**src/rtl/td4_prog_loader.sv**
```systemverilog
// rtl/td4_prog_loader.sv - serial loader and combinational read port for the 16x8 TD4 program memory
// Optional checksum byte after the program: define TD4_LOADER_CHECKSUM_EN.
module td4_prog_loader #(
    parameter int ADDR_W = 4,
    parameter int DATA_W = 8
) (
    input  logic              clk,
    input  logic              rst,
    input  logic              start,
    input  logic              sdi,
    input  logic              sdi_valid,
    input  logic [ADDR_W-1:0] rom_addr,
    output logic [DATA_W-1:0] rom_data,
    output logic              cpu_rst_n,
    output logic              busy,
    output logic              done,
    output logic              err
);
    localparam int DEPTH = 2 ** ADDR_W;
    localparam int CNT_W = $clog2(DATA_W);
    localparam logic [CNT_W-1:0] LAST_BIT = CNT_W'(DATA_W - 1);

`ifdef TD4_LOADER_CHECKSUM_EN
    typedef enum logic [1:0] {S_IDLE, S_LOAD, S_CHECK, S_DONE} state_t;
`else
    typedef enum logic [1:0] {S_IDLE, S_LOAD, S_DONE} state_t;
`endif

    state_t              state_q, state_d;
    logic [ADDR_W-1:0]   waddr_q, waddr_d;
    logic [CNT_W-1:0]    bit_cnt_q, bit_cnt_d;
    // Only the seven previously received bits need storing; the eighth arrives on sdi.
    logic [DATA_W-2:0]   shreg_q, shreg_d;
    logic [DATA_W-1:0]   mem_q [DEPTH];
    logic [DATA_W-1:0]   mem_d [DEPTH];
    logic [DATA_W-1:0]   byte_in;
`ifdef TD4_LOADER_CHECKSUM_EN
    logic [DATA_W-1:0]   sum_q, sum_d;
    logic                err_q, err_d;
`endif

    assign byte_in = {shreg_q, sdi};

    always_comb begin
        state_d   = state_q;
        waddr_d   = waddr_q;
        bit_cnt_d = bit_cnt_q;
        shreg_d   = shreg_q;
        mem_d     = mem_q;
`ifdef TD4_LOADER_CHECKSUM_EN
        sum_d     = sum_q;
        err_d     = err_q;
`endif
        if (start) begin
            state_d   = S_LOAD;
            waddr_d   = '0;
            bit_cnt_d = '0;
`ifdef TD4_LOADER_CHECKSUM_EN
            sum_d     = '0;
            err_d     = 1'b0;
`endif
        end else begin
            case (state_q)
                S_LOAD: begin
                    if (sdi_valid) begin
                        shreg_d   = byte_in[DATA_W-2:0];
                        bit_cnt_d = bit_cnt_q + 1'b1;
                        if (bit_cnt_q == LAST_BIT) begin
                            bit_cnt_d      = '0;
                            mem_d[waddr_q] = byte_in;
                            waddr_d        = waddr_q + 1'b1;
`ifdef TD4_LOADER_CHECKSUM_EN
                            sum_d          = sum_q + byte_in;
                            if (waddr_q == '1) state_d = S_CHECK;
`else
                            if (waddr_q == '1) state_d = S_DONE;
`endif
                        end
                    end
                end
`ifdef TD4_LOADER_CHECKSUM_EN
                S_CHECK: begin
                    // The trailing checksum byte is compared, never written to memory.
                    if (sdi_valid) begin
                        shreg_d   = byte_in[DATA_W-2:0];
                        bit_cnt_d = bit_cnt_q + 1'b1;
                        if (bit_cnt_q == LAST_BIT) begin
                            bit_cnt_d = '0;
                            if (byte_in == sum_q) begin
                                err_d   = 1'b0;
                                state_d = S_DONE;
                            end else begin
                                err_d   = 1'b1;
                                state_d = S_IDLE;
                            end
                        end
                    end
                end
`endif
                default: ;
            endcase
        end
    end

    always_ff @(posedge clk) begin
        if (rst) begin
            state_q   <= S_IDLE;
            waddr_q   <= '0;
            bit_cnt_q <= '0;
            shreg_q   <= '0;
            mem_q     <= '{default: '0};
`ifdef TD4_LOADER_CHECKSUM_EN
            sum_q     <= '0;
            err_q     <= 1'b0;
`endif
        end else begin
            state_q   <= state_d;
            waddr_q   <= waddr_d;
            bit_cnt_q <= bit_cnt_d;
            shreg_q   <= shreg_d;
            mem_q     <= mem_d;
`ifdef TD4_LOADER_CHECKSUM_EN
            sum_q     <= sum_d;
            err_q     <= err_d;
`endif
        end
    end

    assign rom_data  = mem_q[rom_addr];
    assign done      = (state_q == S_DONE);
    assign cpu_rst_n = (state_q == S_DONE);
`ifdef TD4_LOADER_CHECKSUM_EN
    assign busy      = (state_q == S_LOAD) || (state_q == S_CHECK);
    assign err       = err_q;
`else
    assign busy      = (state_q == S_LOAD);
    assign err       = 1'b0;
`endif

endmodule

```
**config.mk**
```make
export PLATFORM = sky130hd
export DESIGN_NAME = td4_prog_loader
export DESIGN_NICKNAME = d
export VERILOG_FILES = /design/src/rtl/td4_prog_loader.sv
export SDC_FILE = /design/constraint.sdc
export NUM_CORES = 1
export LEC_CHECK = 0
export ABC_CLOCK_PERIOD_IN_PS = 2400
export BUFFER_PORTS_ARGS = -buffer_cell sky130_fd_sc_hd__buf_2
export CORE_MARGIN = 3
export CORE_UTILIZATION = 62
export CTS_CLUSTER_SIZE = 10
export DETAILED_ROUTE_END_ITERATION = 10
export GPL_ROUTABILITY_DRIVEN = 0
export PLACE_DENSITY_LB_ADDON = 0.12
export SLEW_MARGIN = 20
export SYNTH_ARGS = -nofsm -noshare
export SYNTH_HDL_FRONTEND = slang
export SYNTH_SLANG_ARGS = --single-unit
```
**constraint.sdc**
```tcl
create_clock -name clk -period 2.4 [get_ports clk]
set_clock_uncertainty 0.15 [all_clocks]
set_input_delay 0.36 -clock clk [delete_from_list [all_inputs] [get_ports clk]]
set_output_delay 0.36 -clock clk [all_outputs]
set_load 0.03 [all_outputs]
```
==> summary.md <==
| Metric | Value |
|---|---|
| Clock root buffer | clkbuf_8 |
| Vias after detailed routing | roughly 4,400 |
| Switching share of power | between 20 and 25% |
| Synth area leader | dfxtp_1 |
| P_sw | around 1.1 mW |
| Hold Vio Cnt, Final | 0 |
| Reg power frac | approximately 45% |
| WS Path Type | reg2out |
| Largest net degree at the start of global routing | 73 |
| Post-CTS Setup Inserts | 0 |
| Synth Cell Area | 0.00696 sq mm |
| Detailed Routing Iterations Pass 1 | 5 |
| Synth area leaders | dfxtp_1, mux2i_1, nand2b_1 |
| Initial core utilization | 63.9% |
| Syn Inst Count | roughly 600 |
| CTS tree | done |
| Share of the yosys chip area belonging to registers | 41.4% |
| Peak supply drop | ~0.55 mV |
| Final Util | between 70% and 80% |
| Power per Cell Area | 692 mW/mm^2 |
| Vias in the first global route | between 4,000 and 5,000 |
| Core area | about 0.011 sq mm |
| Fin. max-slew vios | 0 |
| Ys Warns | 0 |
| Die Wd | approximately 110 microns |
| Crit-path max FO | 2 |
| # nets final | a little over 600 |
| Routed len/inst | 19.7 microns |
| Synth top area share | roughly two fifths |
| Clock-pin slew on the worst setup and hold paths | 0.06 ns |
| Relative slew margins | 32.5% |
| Antenna violations before repair | 0 |
| Cell-internal power | approximately 4.3 mW |
| Crit path time final | ~2.4 ns |
| Antenna Cells | 0 |
| Dominant cell by count in the synthesized netlist | dfxtp_1 |
| Pleak | approximately 3.6 nW |
| HP Start | sdi_valid |
| Worst EP arrival | about 1.9 ns |
| Logic pwr share | roughly 3.5% |
| Fraction of layout cells with a size suffix above 1 | 20.0% |
| Unique masters post-synth | 36 |
| Min-Delay Path Class | in2reg |
| Hpwl dp | 9.59 mm |
| Post-synth EDFFs | 0 |
| Min-Delay Path Depth | 4 |
| Clock network fraction of total power | around half |
| Die area | about 0.013 sq mm |
| Worst hold endpoint | waddr_q[0] |
| Total GRT Usage | between 20% and 30% |
| TritonCTS buffer count | 17 |
| CTS Sinks | between 100 and 150 |
| Via density | 5.81 |
| Clk Latency, worst-skew pair | between 0.5 and 0.6 ns |
| Launch point of the worst reg-to-reg path | state_q[0] |
| Global-route wire length before repair | around 24 mm |
| Die H | roughly 110 microns |
| Area Growth Syn to Fin | 11.5% |
| Worst hold slack | 0.154 ns |
| Post-synth ARST share | 0% |
| Flops & latches, synth | about 140 |
| GRT Residual Overflow | 0 |
| Max-cap violations | 0 |
| Crit end category | output pin |
| Syn nets | ~620 |
| Period utilization | ~99% |
| Crit path launch type | flip-flop |
| Post-synth top cells | dfxtp_1, mux2i_1, nand2b_1 |
| Row Count | 38 |
| Final setup fails | 0 |
| CP required | 1.89 ns |
| Status | finished, final reports clean |
| Iter 0 DRT Violations | about 260 |
| R2r endpoint | mem_q[101] |
| Worst-Margin Slew | around 1.0 ns |
| Reg2Reg Depth | 3 |
| R2R Setup Slk | about 0.33 ns |
| I/O Buffers | 19 |
| Mean area per synthesized cell | approximately 12 sq um |
| IO Count | 21 |
| Max H-tree Level | 4 |
| Drt drc | 0 |
| Max clock buf depth | 2 |
| Post-Route WL | 14.8 mm |
| FMAX | 420 MHz |
| Dominant synthesized flop cell | dfxtp_1 |
| Antenna Nets Post-Route | 0 |
[metal layers]
metal / track usage (%) / share of wire, %
met4: 9.38 / 1.4
met5: 0 / 0
met2: 42.8 / 52
met3: 6.58 / 4.1
met1: 30.7 / 43
[stage by stage]
step                power, mW  setup TNS, ns  worst slack, ns  instances  instance area (sq um)
global route             5.54        -0.0749          -0.0611        750                   7760
finish                   5.37              0           0.0209        750                   7760
floorplan                2.59              0            0.288        602                   6960
detailed placement       2.63              0            0.111        716                   7080
CTS                      5.41              0           0.0254        750                   7730
global placement         2.63              0            0.115        716                   7080
[what timing repair did]
action,4_1_cts,5_1_grt
gates resized for setup,0,6
hold endpoints to repair,2,0
setup endpoints to repair,0,4
hold buffers,2,0
[logic make-up after synthesis]
logic type	count (synthesis)	share of synthesized area [%]
xor gates and xnor gates	1	0.126
muxes	170	30.2
adders and majority gates	6	1.08
AOI/OAI and AO/OA	24	2.41
buffers and inverters	62	4.73
other	1	0.0539
DFF	144	41.4
and+or+nand+nor	194	20.0
[cell usage in the layout (no fill, tap or decap), types with 2 or more instances in the layout]
cell | netlist | routed
a21oi_1 | 4 | 4
a22oi_1 | 16 | 10
a22oi_2 | 0 | 6
and2_1 | 2 | 2
and4_1 | 2 | 2
buf_12 | 1 | 5
buf_2 | 14 | 19
buf_4 | 4 | 8
bufinv_16 | 0 | 5
clkbuf_16 | 0 | 16
clkinv_2 | 0 | 4
clkinv_4 | 0 | 2
clkinvlp_4 | 0 | 4
dfxtp_1 | 144 | 144
dlygate4sd3_1 | 0 | 2
ha_1 | 6 | 6
inv_1 | 4 | 4
mux2i_1 | 138 | 138
mux4_2 | 32 | 32
nand2_1 | 10 | 10
nand2b_1 | 136 | 136
nand4_2 | 3 | 3
nand4_4 | 13 | 13
nor2_1 | 13 | 13
nor2b_1 | 5 | 5
o21ai_0 | 2 | 2
or3_1 | 3 | 3
[layout make-up]
type                       count  area [sq um]
clock buffer                  17           414
clock inverter                15           218
fill                         765          3130
inverter                       4          15.0
multi-input combinational    396          3780
sequential                   144          2880
tap                          140           175
timing repair buffer          34           275
[power by group through the flow]
stage          clock (mW)  combinational [mW]  sequential, mW
2_1_floorplan           0               0.146            2.45
3_3_place_gp            0               0.181            2.45
3_5_place_dp            0               0.183            2.45
4_1_cts              2.83               0.186            2.40
5_1_grt              2.95               0.200            2.39
6_report             2.79               0.187            2.40
[sequential cells by signal (all words and copies together) (netlist names)]
name,cells
shreg_q,7
mem_q,128
state_q,2
waddr_q,4
bit_cnt_q,3
[worst max-delay path, stage by stage (launching register included)]
cell     delay [ns]
dfxtp_1        0.32
mux4_2         0.48
a22oi_2        0.25
nand2_1        0.10
buf_2          0.19
[worst max-delay path by stage]
stage	startpoint	end	slack [ns]	cells past startpoint
4_1_cts	mem_q[110]	rom_data[6]	0.03	4
3_5_place_dp	rom_addr[0]	rom_data[7]	0.11	6
5_1_grt	mem_q[39]	rom_data[7]	-0.06	4
2_1_floorplan	rom_addr[1]	rom_data[0]	0.29	6
3_3_place_gp	rom_addr[0]	rom_data[7]	0.11	6
6_report	mem_q[47]	rom_data[7]	0.02	4
Power figures use the tool's default switching activity.
